## config.mk

```make
export PLATFORM = sky130hd
export DESIGN_NAME = fetch_sequencer
export DESIGN_NICKNAME = d
export VERILOG_FILES = /design/src/rtl/fetch_sequencer_pkg.sv /design/src/rtl/fetch_sequencer_jump_decode.sv /design/src/rtl/fetch_sequencer.sv
export SDC_FILE = /design/constraint.sdc
export NUM_CORES = 1
export LEC_CHECK = 0
export CORE_AREA = 2 2 39 41
export CTS_CLUSTER_DIAMETER = 50
export DETAILED_ROUTE_END_ITERATION = 10
export DIE_AREA = 0 0 41 43
export HOLD_SLACK_MARGIN = 0.1
export PLACE_DENSITY = 0.73
export SETUP_SLACK_MARGIN = 0.05
export SLEW_MARGIN = 25
export SYNTH_ARGS = -nofsm -noshare
export SYNTH_HDL_FRONTEND = slang
export SYNTH_SLANG_ARGS = --single-unit
```

## constraint.sdc

```tcl
create_clock -name clk -period 3.13 [get_ports clk]
set_input_delay 0.626 -clock clk [delete_from_list [all_inputs] [get_ports clk]]
set_output_delay 0.626 -clock clk [all_outputs]
set_load 0.05 [all_outputs]
```

## src/rtl/fetch_sequencer_pkg.sv

```systemverilog
// fetch_sequencer_pkg: shared opcodes, address width and controller state encoding
package fetch_sequencer_pkg;
  localparam int ADDR_W = 12;
  localparam logic [3:0] OP_JMP = 4'hF;
  localparam logic [3:0] OP_JC = 4'hE;
  typedef enum logic [2:0] {
    IDLE   = 3'd0,
    FETCH  = 3'd1,
    DECODE = 3'd2,
    JUMP   = 3'd3,
    SKIP   = 3'd4,
    ISSUE  = 3'd5
  } state_t;
endpackage

```

## src/rtl/fetch_sequencer_jump_decode.sv

```systemverilog
// fetch_sequencer_jump_decode: classifies an opcode as taken jump and/or two-byte instruction
module fetch_sequencer_jump_decode
  import fetch_sequencer_pkg::*;
(
  input  logic [3:0] inst,
  input  logic       carry,
  output logic       take_jump,
  output logic       is_two_byte
);
  assign is_two_byte = inst == OP_JMP || inst == OP_JC;
  assign take_jump = inst == OP_JMP || (inst == OP_JC && carry);
endmodule

```

## src/rtl/fetch_sequencer.sv

```systemverilog
// fetch_sequencer: Moore controller driving PC/ROM/fetch-register strobes and issuing instructions
module fetch_sequencer
  import fetch_sequencer_pkg::*;
(
  input  logic              clk,
  input  logic              reset,
  input  logic              run,
  input  logic [3:0]        inst,
  input  logic [3:0]        oprnd,
  input  logic [7:0]        program_byte,
  input  logic              carry,
  input  logic              issue_ready,
  output logic              enable_counter,
  output logic              enable_fetch,
  output logic              load_counter,
  output logic [ADDR_W-1:0] in_counter,
  output logic              issue_valid,
  output logic              busy
);
  state_t state, state_next;
  logic take_jump, is_two_byte;
  fetch_sequencer_jump_decode u_dec (
    .inst(inst),
    .carry(carry),
    .take_jump(take_jump),
    .is_two_byte(is_two_byte)
  );
  always_ff @(posedge clk) state <= reset ? IDLE : state_next;
  // run is only consulted at instruction boundaries
  always_comb begin
    state_next = state;
    case (state)
      IDLE:       state_next = run ? FETCH : IDLE;
      FETCH:      state_next = DECODE;
      DECODE:     state_next = take_jump ? JUMP : is_two_byte ? SKIP : ISSUE;
      JUMP, SKIP: state_next = run ? FETCH : IDLE;
      ISSUE:      state_next = issue_ready ? (run ? FETCH : IDLE) : ISSUE;
      default:    state_next = IDLE;
    endcase
  end
  assign enable_fetch = state == FETCH;
  assign enable_counter = state == FETCH || state == SKIP;
  assign load_counter = state == JUMP;
  assign in_counter = load_counter ? {oprnd, program_byte} : '0;
  assign issue_valid = state == ISSUE;
  assign busy = state != IDLE;
endmodule
```

* After elaboration in Yosys (flattened, before gate mapping)
Index checks and enable logic that the tools add are counted.
** Storage, ports and cells
- Register bits after elaboration :: 3
- Input bits :: 21
- Output and inout port bits :: 17
- Word-level logic and storage cells :: 21
** Operators by class
- Equal/unequal tests :: 7
- Muxes and demuxes :: 6
- Reduce and logical (&&, ||, !) cells :: 7
** Operators with widths (count)
- two-way mux 12 bit :: 1
- one-hot mux 3 bit (4 select lines) :: 1
- equality test 4 bit (second input constant) :: 2
- equality test 3 x 2 -> 1 bit (second input constant) :: 2
- equality test 3 bit (second input constant) :: 2
- two-way mux 3 bit :: 2
- equality test 3 x 1 -> 1 bit (second input constant) :: 1
- zero test 3 bit :: 1
- logical OR 1 bit :: 3
- nonzero test 3 bit :: 1
- OR reduction 3 bit :: 1
- two-way mux 1 bit :: 2
- logical AND 1 bit :: 1

* Longest topological paths before layout
- Depth after elaboration :: 5
- Depth in mapped cells :: 4
- Mapped depth without buffers :: 3

* Modules after synthesis
A second synthesis with hierarchy kept.
** Unflattened totals
- Cell total of the unflattened synthesis :: 41
- Area, all modules :: 336.6 um^2
** Modules (own cells, without submodules)
- fetch_sequencer :: times used 1, cells each 39, area an instance 319.1 um^2, sequential area each 60.1 um^2
- fetch_sequencer_jump_decode :: times used 1, cells each 2, area an instance 17.5 um^2, sequential area each 0.0 um^2

* Worst setup path after synthesis
OpenSTA, ideal clock, no wires.
- Path type :: register -> output
- From :: register state[2]
- To :: output port in_counter[10]
- Arrival time :: 1.433 ns
- Data required time :: 2.504 ns
- Slack :: 1.071 ns
- Cell stages (with the launch flop) :: 5
- Cells stage by stage :: dfxtp_1 > nand2b_1 > nor2_2 > buf_2 > and2_1
** On the way
- Word-level cells in the longest chain between the ends :: 2
** RTL lines
- start: declaration :: line fetch_sequencer.sv:20 : state_t state, state_next;
- start signal: assignment :: line fetch_sequencer.sv:28 : always_ff @(posedge clk) state <= reset ? IDLE : state_next;
- equality test 3 x 2 -> 1 bit :: line fetch_sequencer.sv:43 : assign load_counter = state == JUMP;
- via load_counter :: line fetch_sequencer.sv:15 : output logic load_counter,
- two-way mux 12 bit :: line fetch_sequencer.sv:44 : assign in_counter = load_counter ? {oprnd, program_byte} : '0;
- end: declaration :: line fetch_sequencer.sv:16 : output logic [ADDR_W-1:0] in_counter,
The timed path passes the listed nets, and every way through them passes these cells.

* Worst setup path after layout
- From :: register state[2]
- To :: output port in_counter[3]
** On the way
- Word-level cells in the longest chain between the ends :: 2
** RTL lines (line)
- equality test 3 x 2 -> 1 bit :: fetch_sequencer.sv:43
- two-way mux 12 bit :: fetch_sequencer.sv:44
No other way between the ends.

==> results.txt <==
Yosys top cell area share: 0.261
Placed insts: 91
Final Cycle Share: 0.868
Num Clock Sinks: 3
Syn nets: 60
Relative slew slack: 0.666
Top Registers: state (3)
Met1 usage: 0.0994
Synth area leader: and2_1
Setup Skew: 0.00539 ns
Initial antenna violation count: 0
Die height: 43 microns
Placer Congestion: 0.712
RSZ-0062 raised after global routing: no
Crit path time final: 2.72 ns
Routed WL per cell: 9.93 microns
Mean post-synth cell area: 7.38 sq um
Layout area overhead: 143%
Row count: 14
Via-to-Cell Ratio: 4.60
Wire length of the first global-routing pass: 1360 microns
Synth top area cells: and2_1, dfxtp_1, nand2b_1
Worst-skew pair later-pin latency: 0.24 ns
Largest Register: state
Commonest non-fill, non-tap cell in the layout: clkdlybuf4s50_1
Num CTS Buffers: 3
Number of hold buffers added after cts: 0
Die W: 41 microns
VDD IR max: 209 uV
Crit Path Max Fanout: 13
Routed WL: 943 microns
Detailed Routing Iterations Pass 1: 3
Yosys warnings: 0
Yosys reg bits: 3
CTS resizes: 0
Share of post-route cells with drive strength above 1: 0.0506
Critical Setup Path Class: reg -> out
Most frequent cells in the layout: clkdlybuf4s50_1, and2_1, nand2b_1
CP required: 2.50 ns
Run status: finished clean
Hold path start: state[2]$_SDFF_PP0_
Post-route DRC: 0
Max Cap Violations: 0
Post-Synthesis Cell Area: 288 sq um
Number of fill cells in the layout: 141
Number of nets in the layout: 101
Sequential cell area fraction in the yosys report: 0.209
Largest net degree at the start of global routing: 14
CP Data Arrival Time: 2.09 ns
Die area: 0.00176 sq mm
Reg clk slew, reported paths: 0.04 ns
Grt total ovfl: 0
Finished Core Util: 0.505
Initial core utilization: 0.208
DR iter-0 viols: 1
Setup violations, final: 0
Distinct cells, synth: 20
Ant diodes: 0
Slew Viols, Final: 0
Via count: 437
Cell count after synthesis: 39
TNS Setup: 0 ns
Hold Path Class: reg -> reg
Grt met2 use: 0.191
Maximum clock rate: 368 MHz
Core ar.: 0.00138 sq mm
Placed wire-length estimate: 800 microns
M3 GR Usage: 0.0471
Total GRT Usage: 0.116
CTS tree: built
GR peak layer: met2
Element type at the critical path end: output pin
Largest register FFs: 3
Port buffer count: 37
Antenna-violating nets left: 0
CP startpoint: state[2]$_SDFF_PP0_
P_leak: 0.258 nW
Power Density: 282 mW/mm^2
Post-CTS Setup Inserts: 0
Layout Cells excl Fill: 95
Clock Path Buffers: 2
H-Tree Depth: 1
IO Pins: 38
CTS root buffer: clkbuf_4
Final hold violation count: 0
R2r startpoint: state[1]$_SDFF_PP0_
Vias in the first global route: 357
Measured slew at the worst slew-check pin: 0.499 ns
Setup crit start kind: flop
cell usage after synthesis:
library cell / n
nand3_1: 1
a31oi_1: 1
o2111ai_1: 1
nor2_2: 1
a221oi_1: 1
and4b_1: 1
nor2b_1: 1
o31ai_1: 1
or3_1: 1
dfxtp_1: 3
and2_1: 12
o21ai_1: 1
nand2b_1: 4
a21oi_1: 1
nor3b_1: 1
and4bb_1: 1
a311oi_1: 1
nor2_1: 3
buf_2: 1
inv_1: 2
where the power goes:
part           switching, mW  leakage [nW]  internal (mW)
Combinational         0.0393         0.219         0.0417
Sequential           0.00441        0.0246         0.0410
Clock                 0.0230        0.0150         0.0480
Total                 0.0667         0.258          0.131
critical path, cell delays in order, from the launching register on:
cell,delay (ns)
dfxtp_1,0.37
nand2b_1,0.21
nor2_2,0.29
and2_1,0.18
clkdlybuf4s50_1,0.79
logic make-up (layout without fill, tap and decap cells):
family,after synthesis,in the layout,share of synthesized area
buffers and inverters,3,43,0.0435
and+or+nand+nor,26,26,0.574
DFF,3,3,0.209
AOI/OAI and AO/OA,7,7,0.174
per-stage QoR:
stage | area (sq um) | power (mW) | hold WS [ns] | setup WS [ns]
finish | 699 | 0.197 | 0.585 | 0.415
global route | 699 | 0.208 | 0.634 | 0.257
CTS | 699 | 0.203 | 0.591 | 0.371
detailed placement | 673 | 0.128 | 0.587 | 0.482
global placement | 673 | 0.127 | 0.576 | 0.480
floorplan | 288 | 0.0858 | 0.509 | 1.07
metal layers:
layer | part of all wire | vias to the layer above
met5 | 0 | -
met2 | 0.46 | 36
met1 | 0.29 | 181
met3 | 0.24 | 2
li1 | - | 218
met4 | 0.015 | 0
area by class of cell:
class | count | area (sq um) | share of cell area
Multi-Input combinational cell | 33 | 215 | 0.308
Timing Repair Buffer | 37 | 370 | 0.530
Tap cell | 16 | 20.0 | 0.0286
Sequential cell | 3 | 60.1 | 0.0859
Clock buffer | 4 | 26.3 | 0.0376
Inverter | 2 | 7.51 | 0.0107
path summary, 6_finish.rpt:
kind / end / slack [ns] / depth (start not counted)
max: in_counter[3] / 0.41 / 4
min: state[1]$_SDFF_PP0_ / 0.58 / 1
max reg2reg: state[0]$_SDFF_PP0_ / 1.92 / 3
min reg2reg: state[1]$_SDFF_PP0_ / 0.58 / 1
Power figures use the tool's default switching activity.
